===== config.mk =====
export PLATFORM = sky130hd
export DESIGN_NAME = register_file
export DESIGN_NICKNAME = d
export VERILOG_FILES = /design/src/rtl/register_file.sv
export SDC_FILE = /design/constraint.sdc
export NUM_CORES = 1
export LEC_CHECK = 0
export CORE_ASPECT_RATIO = 0.75
export CORE_MARGIN = 2
export CORE_UTILIZATION = 30
export CTS_BUF_LIST = sky130_fd_sc_hd__clkbuf_8
export CTS_CLUSTER_SIZE = 40
export DETAILED_ROUTE_END_ITERATION = 12
export SLEW_MARGIN = 20
export SYNTH_ARGS = -nofsm -noshare
export SYNTH_HDL_FRONTEND = slang
export SYNTH_SLANG_ARGS = --single-unit

===== constraint.sdc =====
create_clock -name Clock -period 11.5 [get_ports Clock]
set_input_delay 2.3 -clock Clock [delete_from_list [all_inputs] [get_ports Clock]]
set_output_delay 2.3 -clock Clock [all_outputs]
set_load 0.02 [all_outputs]

===== src/rtl/register_file.sv =====
// Operand register file upstream of the ALU: R1-R4 plus scratch S1-S4 (scratch bank present only when
// REGFILE_SCRATCH_EN is defined). Synchronous writes under a shared function code; combinational read ports.
module register_file #(
  parameter int unsigned WIDTH = 32
) (
  input  logic             Clock,
  input  logic             Reset,
  input  logic [WIDTH-1:0] I,
  input  logic [2:0]       FunSel,
  input  logic [3:0]       RegSel,
  input  logic [3:0]       ScrSel,
  input  logic [2:0]       OutASel,
  input  logic [2:0]       OutBSel,
  output logic [WIDTH-1:0] OutA,
  output logic [WIDTH-1:0] OutB
);

  localparam int unsigned NUM_GP  = 4;
  localparam int unsigned NUM_SCR = 4;
  localparam int unsigned NUM_RD  = NUM_GP + NUM_SCR;
  localparam int unsigned BYTE_W  = 8;
  localparam int unsigned HALF_W  = 16;

  typedef enum logic [2:0] {
    FUN_DEC       = 3'b000,
    FUN_INC       = 3'b001,
    FUN_LOAD      = 3'b010,
    FUN_CLEAR     = 3'b011,
    FUN_LDB_ZX    = 3'b100,
    FUN_LD_LOHALF = 3'b101,
    FUN_SHIFT_B   = 3'b110,
    FUN_LDH_SX    = 3'b111
  } fun_e;

  fun_e fun_c;
  assign fun_c = fun_e'(FunSel);

  // Next value of one selected register: only its own old value and I are involved.
  function automatic logic [WIDTH-1:0] apply_fun(input logic [WIDTH-1:0] cur,
                                                 input logic [WIDTH-1:0] din,
                                                 input fun_e             fun);
    logic [WIDTH-1:0] res;
    res = cur;
    unique case (fun)
      FUN_DEC:       res = cur - WIDTH'(1);
      FUN_INC:       res = cur + WIDTH'(1);
      FUN_LOAD:      res = din;
      FUN_CLEAR:     res = '0;
      FUN_LDB_ZX:    res = WIDTH'(din[BYTE_W-1:0]);
      FUN_LD_LOHALF: res = {cur[WIDTH-1:HALF_W], din[HALF_W-1:0]};
      FUN_SHIFT_B:   res = {cur[WIDTH-BYTE_W-1:0], din[BYTE_W-1:0]};
      FUN_LDH_SX:    res = {{(WIDTH-HALF_W){din[HALF_W-1]}}, din[HALF_W-1:0]};
    endcase
    return res;
  endfunction

  logic [WIDTH-1:0] gp_q    [NUM_GP];
  logic [WIDTH-1:0] rd_bank [NUM_RD];

  // General-purpose bank; RegSel bit 3 addresses R1 (index 0).
  always_ff @(posedge Clock) begin
    if (Reset) begin
      for (int unsigned k = 0; k < NUM_GP; k++) gp_q[k] <= '0;
    end else begin
      for (int unsigned k = 0; k < NUM_GP; k++) begin
        if (RegSel[NUM_GP-1-k]) gp_q[k] <= apply_fun(gp_q[k], I, fun_c);
      end
    end
  end

`ifdef REGFILE_SCRATCH_EN
  logic [WIDTH-1:0] scr_q [NUM_SCR];

  // Scratch bank; ScrSel bit 3 addresses S1 (index 0).
  always_ff @(posedge Clock) begin
    if (Reset) begin
      for (int unsigned k = 0; k < NUM_SCR; k++) scr_q[k] <= '0;
    end else begin
      for (int unsigned k = 0; k < NUM_SCR; k++) begin
        if (ScrSel[NUM_SCR-1-k]) scr_q[k] <= apply_fun(scr_q[k], I, fun_c);
      end
    end
  end

  always_comb begin
    for (int unsigned k = 0; k < NUM_GP; k++)  rd_bank[k] = gp_q[k];
    for (int unsigned k = 0; k < NUM_SCR; k++) rd_bank[NUM_GP+k] = scr_q[k];
  end
`else
  // Without the scratch bank its selects are dropped and its read addresses return zero.
  logic unused_scr_sel;
  assign unused_scr_sel = ^ScrSel;

  always_comb begin
    for (int unsigned k = 0; k < NUM_GP; k++)  rd_bank[k] = gp_q[k];
    for (int unsigned k = 0; k < NUM_SCR; k++) rd_bank[NUM_GP+k] = '0;
  end
`endif

  // Read ports show pre-edge state: no write bypass.
  assign OutA = rd_bank[OutASel];
  assign OutB = rd_bank[OutBSel];

endmodule


==> flow_summary_export.csv, run 1 <==
group,metric,value,unit
sta,hold_viol,0,
finish,nNetsFinal,1880,
clock_network,clk_latency,0.48,ns
sta,setup-tns-final,0,ns
power,power_frac_comb,0.452,
logic_synthesis,synth-seq-cells,128,
sta,period_minus_slack,7.935,ns
finish,n_antenna_cell,0,
finish,largest-register,"gp_q",
floorplanning,fp-row-count,70,
detailed_routing,ant_nets,0,
clock_network,root_buffer,"clkbuf_8",
power,seq_power_share,0.321,
finish,largest_reg_flops,128,
detailed_routing,vias_per_cell,5.917,
power,leakage,6.546,nW
sta,rsz0062_at_grt,"no",
outcome,status,"finished, final reports clean",
logic_synthesis,ys.flop_type,"edfxtp_1",
detailed_routing,first_pass_iters,8,
grt,grt_start_max_net_pins,76,
clock_network,cts.htree.levels,4,
worst_setup_path,cp-end-kind,"flop",
worst_setup_path,path_class,"in2reg",
worst_setup_path,startpoint_type,"input port",
placed_design,port_buffers,110,
finish,fillers,4946,
grt,antenna_found_initial,1,
worst_setup_path,worstPathArrival,8.24,ns
detailed_routing,first_iter_violations,1563,
sta,drv_slew,0,
floorplanning,die_area,0.05056,mm2
logic_synthesis,syn_inst,1646,
grt,gr-total-overflow,0,
finish,largestRegisters,"gp_q: 128 flops",
detailed_routing,wire_per_inst,22.93,um
power,power.density,117.4,mW/mm2
sta,skew,0.01612,ns
worst_hold_path,holdCritPathClass,"reg2reg",
power,p_sw,0.7858,mW
logic_synthesis,syn_area,0.01463,mm2
power,switching_share,0.4003,
sta,period_share,0.6900,
worst_setup_path,reg2reg_depth,10,
worst_hold_path,whs_path_depth,2,
grt,grt_pass1_vias,12950,
sta,setup_viol,0,
logic_synthesis,synth_warnings,0,
placed_design,place.gp.congestion,0.9637,
finish,drive_gt1_frac,0.07742,
grt,track_usage,0.2081,
clock_network,cts_buffers,17,
clock_network,tritoncts,"done",
floorplanning,initial_core_util,0.3020,
logic_synthesis,syn-num-nets,1834,
finish,postLayoutCellArea,0.01672,mm2
clock_network,hold_buffers,0,
logic_synthesis,synth_area_per_cell,8.887,um2
floorplanning,die_h,195.2,um
logic_synthesis,async_flop_share,0,
floorplanning,coreArea,0.04843,mm2
power,power.internal,1.177,mW
power,power,1.963,mW
worst_setup_path,crit_path_max_fanout,75,
floorplanning,ios,115,
detailed_routing,detail_route.drc_violations,0,
placed_design,dp_hpwl,40930,um
clock_network,clkSinkCount,128,
sta,tightest_slew,1.068,ns
worst_setup_path,worstPathRequired,11.80,ns
finish,syn_to_final_growth,14.28,%
detailed_routing,vias,13920,
floorplanning,die_w,259.0,um
sta,max_freq,126.0,MHz
clock_network,cts_resized,0,
logic_synthesis,synthDistinctLibCells,65,
placed_design,place_area,0.01628,mm2
detailed_routing,wirelength,53960,um
clock_network,clk_path_buf_depth,2,
clock_network,clk_pin_slew,0.08,ns
sta,slew_headroom,0.2881,
grt,grt_pass1_wl,79390,um
sta,whs,0.7594,ns
power,p_clk_frac,0.228,
power,ir_worst_vdd,67.70,uV
logic_synthesis,synth_edf_count,128,
flow_run,max-cap-violations,0,
logic_synthesis,ys_seq_area_frac,0.2628,
clock_network,cts_setup_buffers,0,
## through the flow
step           cells    util  worst slack [ns]
2_1_floorplan   1646       -             2.697
5_1_grt         2353  0.3451             3.373
3_3_place_gp    2321  0.3362             3.231
4_1_cts         2353  0.3451             3.670
6_report        2353  0.3451             3.565
3_5_place_dp    2321  0.3362             3.167
## power groups by stage
stage	Sequential (mW)	Clock [mW]	Combinational, mW
after floorplan	0.594	0	0.651
after global placement	0.634	0	0.863
after detailed placement	0.636	0	0.867
after CTS	0.625	0.447	0.874
after global routing	0.632	0.463	0.965
final	0.630	0.447	0.886
## cells in the final DEF, fill, tap and decap left out, drive strengths merged, types with 9 or more instances in the layout
| cell | n |
|---|---|
| a21oi | 215 |
| nand2 | 179 |
| ha | 133 |
| edfxtp | 128 |
| clkdlybuf4s50 | 105 |
| a21o | 91 |
| nor2 | 80 |
| nor2b | 79 |
| mux4 | 64 |
| xnor2 | 61 |
| o21ai | 61 |
| a211oi | 49 |
| xor2 | 40 |
| nand3 | 38 |
| o22ai | 36 |
| nand2b | 32 |
| inv | 23 |
| a31oi | 23 |
| buf | 22 |
| nor3 | 20 |
| a221oi | 19 |
| nand4 | 18 |
| o21a | 17 |
| o21bai | 17 |
| clkbuf | 17 |
| or2 | 11 |
| and3 | 10 |
| o211ai | 9 |
## worst paths after layout
kind / start / endpoint / slack [ns]
min reg2reg: gp_q[2][13] / gp_q[2][21] / 0.76
min: gp_q[2][13] / gp_q[2][21] / 0.76
max reg2reg: gp_q[0][2] / gp_q[0][28] / 7.87
max: FunSel[1] / gp_q[2][28] / 3.56
## critical path, cell delays in order
cell             delay (ns)
clkdlybuf4s50_1        0.92
nor2_4                 0.75
nand2_4                0.67
buf_4                  0.62
ha_1                   0.47
a21oi_1                0.17
o211ai_1               0.10
a221o_1                0.37
a221o_1                0.37
o31a_1                 0.30
a221o_1                0.48
a31oi_1                0.20
mux2_1                 0.34
o22ai_1                0.14
## synth_stat cells (all sizes together), types with 6 or more instances
cell,instances,share of area
nand2,179,0.046
or2,11,0.0047
a21o,91,0.047
a21boi,7,0.0036
a21oi,215,0.074
or3,7,0.0030
and3,10,0.0043
nand2b,32,0.014
a31oi,23,0.0098
o31a,6,0.0036
a221oi,19,0.011
xnor2,61,0.037
buf,12,0.0032
xor2,40,0.024
inv,22,0.0056
edfxtp,128,0.26
nor2,80,0.021
o211ai,9,0.0046
o22ai,36,0.015
o21bai,17,0.0087
nor3,20,0.0068
a2111oi,6,0.0036
nor2b,79,0.034
o21ai,61,0.021
a211oi,49,0.025
ha,133,0.11
mux4,64,0.099
nand3,38,0.013
clkbuf,88,0.023
nand4,18,0.0077
o21a,17,0.0087
## cell type report
class	instances	area [um2]	area share
clock buffer	17	234.0	0.01400
clock inverter	15	195.2	0.01168
inverter	22	82.58	0.004940
multi-input combinational	1396	10340	0.6188
sequential	128	3844	0.2299
tap	648	810.8	0.04850
timing repair buffer	127	1206	0.07216
## metal layers
metal  vias up  global-route usage  wire length, um
met5         -                   0               11
met4         2             0.06230             1371
met3        85             0.04543             5429
met2       690              0.3131            23310
met1      6729              0.2968            23840
li1       6417                   -                -
## logic make-up (layout without fill, tap and decap cells)
family / count (synthesis) / in the layout / synth area share
XOR/XNOR: 101 / 101 / 0.06047
AND/OR/NAND/NOR: 494 / 494 / 0.1639
flip-flops: 128 / 128 / 0.2628
AO/OA/AOI/OAI: 596 / 596 / 0.2608
multiplexers: 68 / 68 / 0.1014
buffers and inverters: 122 / 181 / 0.03139
adder cells (fa/ha/maj): 137 / 137 / 0.1192
(Power assumes the default switching activity.)
==> inputs of run 2 (changes only) <==
- clock period: 11.5 -> 6.6 ns (I/O delays scaled with it)
==> flow_summary_export.csv, run 2 (same netlist as run 1, synthesis figures left out) <==
group,metric,value,unit
outcome,status,"finished, final reports clean",
floorplanning,coreArea,0.04843,mm2
finish,nNetsFinal,1884,
clock_network,tritoncts,"done",
placed_design,dpl.cell_count,2324,
detailed_routing,vias_per_cell,5.988,
sta,drv_slew,0,
finish,fillers,4931,
detailed_routing,first_pass_iters,5,
finish,final_common_cell,"a21oi_1",
finish,instances_no_fill,2356,
clock_network,root_buffer,"clkbuf_8",
sta,whs,0.7318,ns
clock_network,clk_pin_slew,0.10,ns
finish,drive_gt1_frac,0.08021,
floorplanning,die_area,0.05056,mm2
power,leakage,6.550,nW
floorplanning,fp-row-count,70,
worst_setup_path,crit_path_max_fanout,36,
power,ir_worst_vdd,109.7,uV
clock_network,clkSinkCount,128,
sta,setup_viol,0,
finish,postLayoutCellArea,0.01673,mm2
grt,antenna_found_initial,1,
floorplanning,initial_core_util,0.3020,
clock_network,cts_buffers,17,
placed_design,dp_hpwl,41540,um
clock_network,clk_latency,0.46,ns
floorplanning,ios,115,
sta,setup-tns-final,0,ns
placed_design,place.gp.congestion,0.9783,
detailed_routing,detail_route.drc_violations,0,
worst_setup_path,path_class,"in2reg",
clock_network,cts.htree.levels,4,
detailed_routing,wirelength,54170,um
finish,syn_to_final_growth,14.40,%
detailed_routing,first_iter_violations,1586,
worst_setup_path,endpoint,"gp_q[0][28]",
sta,tightest_slew,1.091,ns
floorplanning,die_w,259.0,um
grt,track_usage,0.2118,
sta,skew,0.02395,ns
placed_design,port_buffers,110,
finish,largest-register,"gp_q",
grt,grt_start_max_net_pins,65,
worst_setup_path,worstPathRequired,6.81,ns
worst_setup_path,r2r-start,"gp_q[2][12]",
sta,period_share,0.7864,
power,power.density,202.4,mW/mm2
finish,largest_reg_flops,128,
finish,largestRegisters,"gp_q: 128 flops",
flow_run,max-cap-violations,0,
detailed_routing,ant_nets,0,
grt,gr-total-overflow,0,
clock_network,clk_path_buf_depth,2,
grt,grt_pass1_vias,13330,
worst_setup_path,reg2reg_depth,10,
finish,n_antenna_cell,0,
placed_design,place_area,0.01631,mm2
worst_hold_path,holdCritPathClass,"reg2reg",
worst_setup_path,reg2reg_to,"gp_q[2][28]",
worst_setup_path,cp-end-kind,"flop",
detailed_routing,vias,14110,
worst_setup_path,worstPathArrival,5.40,ns
detailed_routing,wire_per_inst,22.99,um
sta,max_freq,192.7,MHz
sta,slew_headroom,0.2728,
worst_setup_path,rrSetupSlack,3.06,ns
clock_network,hold_buffers,0,
sta,period_minus_slack,5.190,ns
worst_setup_path,crit_start,"FunSel[1]",
floorplanning,die_h,195.2,um
sta,hold_viol,0,
finish,layout_common_cells,"215 x a21oi_1, 178 x nand2_1, 133 x ha_1, 128 x edfxtp_1, 105 x clkdlybuf4s50_1",
sta,rsz0062_at_grt,"no",
clock_network,cts_setup_buffers,0,
finish,final_core_util,0.3455,
worst_setup_path,startpoint_type,"input port",
clock_network,cts_resized,0,
worst_hold_path,whs_path_depth,2,
grt,grt_pass1_wl,81660,um
==> run 2: cell count changes in the layout (fill, tap and decap cells not counted), sizes merged <==
cell	before	now
inv	23	22
bufinv	4	3
clkinvlp	3	4
buf	22	26
==> run 2: metal layers <==
layer,vias to the layer above,track usage,share of wire
met2,675,0.3235,0.43
met3,58,0.03842,0.10
li1,6414,-,-
met4,0,0.04689,0.018
met5,-,0,0
met1,6961,0.3096,0.45
==> run 2: cell type report <==
type,instances,area (um2),share of cell area
clock buffer,17,234.0,0.01398
multi-input combinational,1396,10350,0.6182
timing repair buffer,131,1249,0.07462
clock inverter,14,168.9,0.01009
inverter,22,82.58,0.004935
tap,648,810.8,0.04845
sequential,128,3844,0.2297
==> run 2: worst min-delay path by stage <==
| stage | end | slack [ns] | startpoint |
|---|---|---|---|
| final | gp_q[1][18] | 0.73 | gp_q[1][10] |
| after global routing | gp_q[1][18] | 0.77 | gp_q[1][10] |
| after CTS | gp_q[1][18] | 0.73 | gp_q[1][10] |
| after detailed placement | gp_q[1][18] | 0.72 | gp_q[1][10] |
| after global placement | gp_q[1][18] | 0.70 | gp_q[1][10] |
| after floorplan | gp_q[2][19] | 0.62 | gp_q[2][11] |
==> run 2: stage by stage <==
step | setup WS (ns) | power [mW]
finish | 1.410 | 3.387
global placement | 1.026 | 2.612
CTS | 1.450 | 3.361
floorplan | 0.03941 | 2.170
detailed placement | 0.9877 | 2.625
global route | 1.116 | 3.565
==> run 2: worst max-delay path, stage by stage <==
cell and delay, ns:
clkdlybuf4s50_1 0.60, nor2_4 0.06, nand2_4 0.38, buf_4 0.44, ha_1 0.35, o21a_1 0.22, o21ai_1 0.17, a21oi_1 0.10
a221o_1 0.37, a221oi_1 0.42, o21ai_1 0.26, a41oi_1 0.34, xor2_1 0.20, o22ai_1 0.10
==> run 2: power breakdown <==
group / internal, mW / switching [mW]
sequential: 0.975 / 0.123
clock: 0.371 / 0.372
combinational: 0.671 / 0.876
